### config.mk
export PLATFORM = sky130hd
export DESIGN_NAME = bram_stream_port
export DESIGN_NICKNAME = d
export VERILOG_FILES = /design/src/rtl/bram_stream_port.sv
export SDC_FILE = /design/constraint.sdc
export NUM_CORES = 1
export LEC_CHECK = 0
export ABC_CLOCK_PERIOD_IN_PS = 5500
export CAP_MARGIN = 25
export CORE_MARGIN = 2
export CORE_UTILIZATION = 35
export CTS_CLUSTER_DIAMETER = 40
export DETAILED_ROUTE_END_ITERATION = 10
export PLACE_DENSITY = 0.7
export SYNTH_ARGS = -nofsm -noshare
export SYNTH_HDL_FRONTEND = slang
export SYNTH_SLANG_ARGS = --single-unit
export TNS_END_PERCENT = 10
### constraint.sdc
create_clock -name clk -period 5.5 [get_ports clk]
set_clock_uncertainty 0.15 [all_clocks]
set_input_delay 1.1 -clock clk [delete_from_list [all_inputs] [get_ports clk]]
set_output_delay 1.1 -clock clk [all_outputs]
set_load 0.05 [all_outputs]
### src/rtl/bram_stream_port.sv
// Valid/ready front-end for a single-port block RAM: round-robin merges write and
// read requests, tracks read latency, and returns read data through a credit-limited FIFO.
module bram_stream_port #(
  parameter int ADDR_BITS  = 10,
  parameter int DATA_WIDTH = 64,
  parameter int RD_LATENCY = 1,
  parameter int RSP_DEPTH  = 4
) (
  input  logic                  clk,
  input  logic                  reset,
  input  logic                  wr_valid,
  output logic                  wr_ready,
  input  logic [ADDR_BITS-1:0]  wr_addr,
  input  logic [DATA_WIDTH-1:0] wr_data,
  input  logic                  rd_valid,
  output logic                  rd_ready,
  input  logic [ADDR_BITS-1:0]  rd_addr,
  output logic                  rsp_valid,
  input  logic                  rsp_ready,
  output logic [DATA_WIDTH-1:0] rsp_data,
  output logic                  bram_ena,
  output logic                  bram_wea,
  output logic [ADDR_BITS-1:0]  bram_addra,
  output logic [DATA_WIDTH-1:0] bram_dina,
  input  logic [DATA_WIDTH-1:0] bram_douta
);

  localparam int PTR_W = $clog2(RSP_DEPTH);
  localparam int CNT_W = PTR_W + 1;

  logic                  last_wr;
  logic [CNT_W-1:0]      cnt;
  logic                  rd_ok;
  logic                  wr_gnt;
  logic                  rd_gnt;
  logic [RD_LATENCY-1:0] vld_p;
  logic                  push;
  logic                  pop;
  logic [PTR_W:0]        wptr;
  logic [PTR_W:0]        rptr;
  logic [DATA_WIDTH-1:0] mem [RSP_DEPTH];

  // Credits cover both queued responses and reads still inside the BRAM pipeline.
  assign rd_ok = (cnt < CNT_W'(RSP_DEPTH));

  // Each ready is built without its own valid so upstream may wait on it.
  assign wr_ready = !reset && (!(rd_valid && rd_ok) || !last_wr);
  assign rd_ready = !reset && rd_ok && !(wr_valid && !last_wr);
  assign wr_gnt   = wr_valid && wr_ready;
  assign rd_gnt   = rd_valid && rd_ready;

  always_comb begin
    bram_ena   = 1'b0;
    bram_wea   = 1'b0;
    bram_addra = '0;
    bram_dina  = '0;
    if (wr_gnt) begin
      bram_ena   = 1'b1;
      bram_wea   = 1'b1;
      bram_addra = wr_addr;
      bram_dina  = wr_data;
    end else if (rd_gnt) begin
      bram_ena   = 1'b1;
      bram_addra = rd_addr;
    end
  end

  always_ff @(posedge clk or posedge reset) begin
    if (reset) begin
      last_wr <= 1'b0;
    end else if (wr_gnt) begin
      last_wr <= 1'b1;
    end else if (rd_gnt) begin
      last_wr <= 1'b0;
    end
  end

  always_ff @(posedge clk or posedge reset) begin
    if (reset) begin
      cnt <= '0;
    end else begin
      case ({rd_gnt, pop})
        2'b10:   cnt <= cnt + CNT_W'(1);
        2'b01:   cnt <= cnt - CNT_W'(1);
        default: cnt <= cnt;
      endcase
    end
  end

  // Stage boundary: read grant -> BRAM latency tracking, one slot per cycle of delay.
  always_ff @(posedge clk or posedge reset) begin
    if (reset) begin
      vld_p <= '0;
    end else begin
      vld_p[0] <= rd_gnt;
      for (int i = 1; i < RD_LATENCY; i++) begin
        vld_p[i] <= vld_p[i-1];
      end
    end
  end

  assign push = vld_p[RD_LATENCY-1];

  // Stage boundary: BRAM output -> response FIFO (show-ahead).
  always_ff @(posedge clk) begin
    if (push) begin
      mem[wptr[PTR_W-1:0]] <= bram_douta;
    end
  end

  always_ff @(posedge clk or posedge reset) begin
    if (reset) begin
      wptr <= '0;
      rptr <= '0;
    end else begin
      if (push) wptr <= wptr + (PTR_W+1)'(1);
      if (pop)  rptr <= rptr + (PTR_W+1)'(1);
    end
  end

  assign rsp_valid = (wptr != rptr);
  assign pop       = rsp_valid && rsp_ready;
  assign rsp_data  = rsp_valid ? mem[rptr[PTR_W-1:0]] : '0;

endmodule
==> impl_metrics.tcl <==
set metrics [dict create \
    crit_required_ns 4.25 \
    ant_nets 0 \
    startpoint_type "primary input" \
    hold_violations 0 \
    cts-buffers-inserted 38 \
    rsz0062_at_grt "false" \
    io_buffers 295 \
    grtUsageTotal_pct 15.7 \
    p_int_mw 5.38 \
    dieArea_um2 32600 \
    crit_path_max_fanout 70 \
    synth_seq_cells 267 \
    yosysTopAreaCellShare_pct 70.5 \
    start_util_pct 35.6 \
    coreArea_um2 30700 \
    place_area_um2 14300 \
    powerDensity_nw_per_um2 574 \
    dp_cells 1223 \
    cpPeakStageDelay_ns 0.84 \
    avgViaCountPerCell 4.71 \
    fp.dieW_um 181 \
    rows 64 \
    synthTopCellsByArea "edfxtp_1, mux4_2, and2_1" \
    maxCapViolCount 0 \
    cts_max_path_buffers 3 \
    synth-async-reset-ratio_pct 4.12 \
    synthCells 552 \
    grt_max_degree 71 \
    worst_slew_pin_slew_ns 0.808 \
    io-pin-count 296 \
    endpoint_kind "output pin" \
    p_leak_nw 5.24 \
    avgSynthCellArea_um2 19.8 \
    seqPwrFrac_pct 28.2 \
    fill_cells 2482 \
    area_growth_pct 42.8 \
    drt_pass1_iterations 4 \
    p_sw_share_pct 39.8 \
    status "complete, no violations" \
    drc 0 \
    fin_area_um2 15600 \
    syn_nets 712 \
    power.switching_mw 3.55 \
    die_h_um 181 \
    grt_overflow 0 \
    clkPwrFrac_pct 26.5 \
    ys_warn_count 0 \
    synth_area_um2 10900 \
    routed_wl_um 25900 \
    diodes 0 \
    pwr-share-comb_pct 45.3 \
    drv_slew 0 \
    cts_tree "done" \
    gp_routability_congestion 0.880 \
    layout-drive-gt1-share_pct 15.8 \
    synth_edf_count 256 \
    cts_sinks 267 \
    ys.flop_type "edfxtp_1" \
    htree_levels 2 \
    maxSlewHeadroom_pct 46.2 \
    cts_resized 0 \
    finalCritPeriodShare_pct 85.0 \
    setup_tns_ns 0 \
    r2r_slack_ns 2.82 \
    hold_buffers 0 \
    cp_common_cell "clkdlybuf4s50_1" \
    fmaxAchievable_mhz 214 \
    final_cells 1294 \
    num_vias 6090 \
    worstPathArrival_ns 3.43 \
    ys_seq_area_share_pct 73.0 \
    dp_slack_ns 0.854 \
    yosys.area.top_type "edfxtp_1" \
    fin_hold_ws_ns 0.324 \
    fin_nets 1029 \
    finalPower_mw 8.93 \
    drt_iter0_drc 402 \
    slowest_stage "clkdlybuf4s50_1" \
    hpwl_um 16400 \
    grt_pass1_wl_um 39400 \
    clk_latency_ns 0.51 \
    post_cts_buffers 0 \
    clock-root-buffer "clkbuf_16" \
    grt_pass1_vias 6561 \
    final_util_pct 50.8 \
    setup_ws_ns 0.824 \
    post_drt_wl_per_cell_um 20.0 \
    vdd.ir_drop.worst_mv 0.409 \
    setup_viol 0 \
    netlist-cell-type-count 31 \
    antenna_found_initial 0 \
    path_cells "clkdlybuf4s50_1, nor2b_1, a211oi_4, buf_12, and2_1, clkdlybuf4s50_1" \
    hp-class "reg -> reg" \
    path_clk_slew_ns 0.05 \
    period_minus_slack_ns 4.68 \
    criticalPathCategory "in -> out" \
]
==> Yosys cell counts, drive strengths merged, types with 2 or more instances <==
library cell / instances
a22o: 10
and2: 68
buf: 23
clkbuf: 7
dfrtp: 11
edfxtp: 256
ha: 6
inv: 11
mux4: 64
nor2b: 66
nor3: 2
nor3b: 2
o21ai: 2
o21bai: 2
xnor2: 3
xor2: 7
==> sequential cells by signal, indices dropped and copies added, names as in the netlist <==
name and cells:
push 1, mem 256, wptr 3, last_wr 1
cnt 3, rptr 3
==> area by class of cell <==
cell class	count	area, µm²	area share (%)
sequential	267	7970	51.2
multi-input combinational	244	2710	17.4
inverter	11	41.3	0.265
clock buffer	43	970	6.23
clock inverter	26	277	1.78
tap	396	495	3.18
timing repair buffer	307	3120	20.0
==> worst max-delay path, delay by kind of cell <==
kind | cells | cell delay (ns)
buffers and inverters | 3 | 1.54
AOI/OAI and AO/OA | 1 | 0.43
and+or+nand+nor | 2 | 0.35
==> kinds of logic (layout without fill, tap and decap cells) <==
family / count (synthesis) / count (layout) / share of synthesized area (%)
DFF: 267 / 267 / 73.0
and+or+nand+nor: 143 / 143 / 8.20
muxes: 65 / 65 / 13.3
buffers and inverters: 41 / 387 / 2.40
AOI/OAI and AO/OA: 19 / 19 / 1.41
xor gates and xnor gates: 10 / 10 / 0.803
adders and majority gates: 7 / 7 / 0.872
==> metal layers <==
metal	vias up	track usage, %	part of all wire, %
li1	2787	-	-
met1	3096	21.3	44
met2	171	25.1	48
met3	36	4.24	5.7
met4	0	4.23	1.7
met5	-	0	0
==> path summary, 6_finish.rpt <==
kind	startpoint	end	cells after the start
setup / recovery	rd_valid	bram_dina[29]	6
hold / removal	cnt[0]$_DFFE_PP0P_	cnt[0]$_DFFE_PP0P_	1
setup reg to reg	rptr[1]$_DFFE_PP0P_	cnt[2]$_DFFE_PP0P_	9
hold reg to reg	cnt[0]$_DFFE_PP0P_	cnt[0]$_DFFE_PP0P_	1
max in group asynchronous	reset	rptr[1]$_DFFE_PP0P_	2
min in group asynchronous	reset	push$_DFF_PP0_	2
==> cell usage in the layout (no fill, tap or decap), types with 2 or more instances in the layout <==
| cell | n |
|---|---|
| a22o_1 | 10 |
| and2_1 | 64 |
| and2_4 | 4 |
| buf_16 | 3 |
| buf_4 | 8 |
| bufinv_16 | 4 |
| clkbuf_1 | 5 |
| clkbuf_16 | 38 |
| clkdlybuf4s50_1 | 295 |
| clkinv_1 | 8 |
| clkinv_2 | 2 |
| clkinv_4 | 2 |
| dfrtp_1 | 9 |
| dfrtp_4 | 2 |
| edfxtp_1 | 256 |
| ha_1 | 6 |
| inv_1 | 11 |
| inv_6 | 6 |
| inv_8 | 2 |
| mux4_2 | 64 |
| nor2b_1 | 66 |
| o21ai_0 | 2 |
| o21bai_1 | 2 |
| xnor2_1 | 3 |
| xor2_1 | 7 |
==> power groups by stage <==
stage | Clock, mW | Combinational [mW] | Sequential, mW
after floorplan | 0 | 2.89 | 2.50
after global placement | 0 | 4.08 | 2.56
after detailed placement | 0 | 4.09 | 2.57
after CTS | 2.42 | 4.11 | 2.53
after global routing | 2.50 | 4.27 | 2.54
final | 2.36 | 4.05 | 2.52
Note: power is estimated with default switching activity, not from simulation.
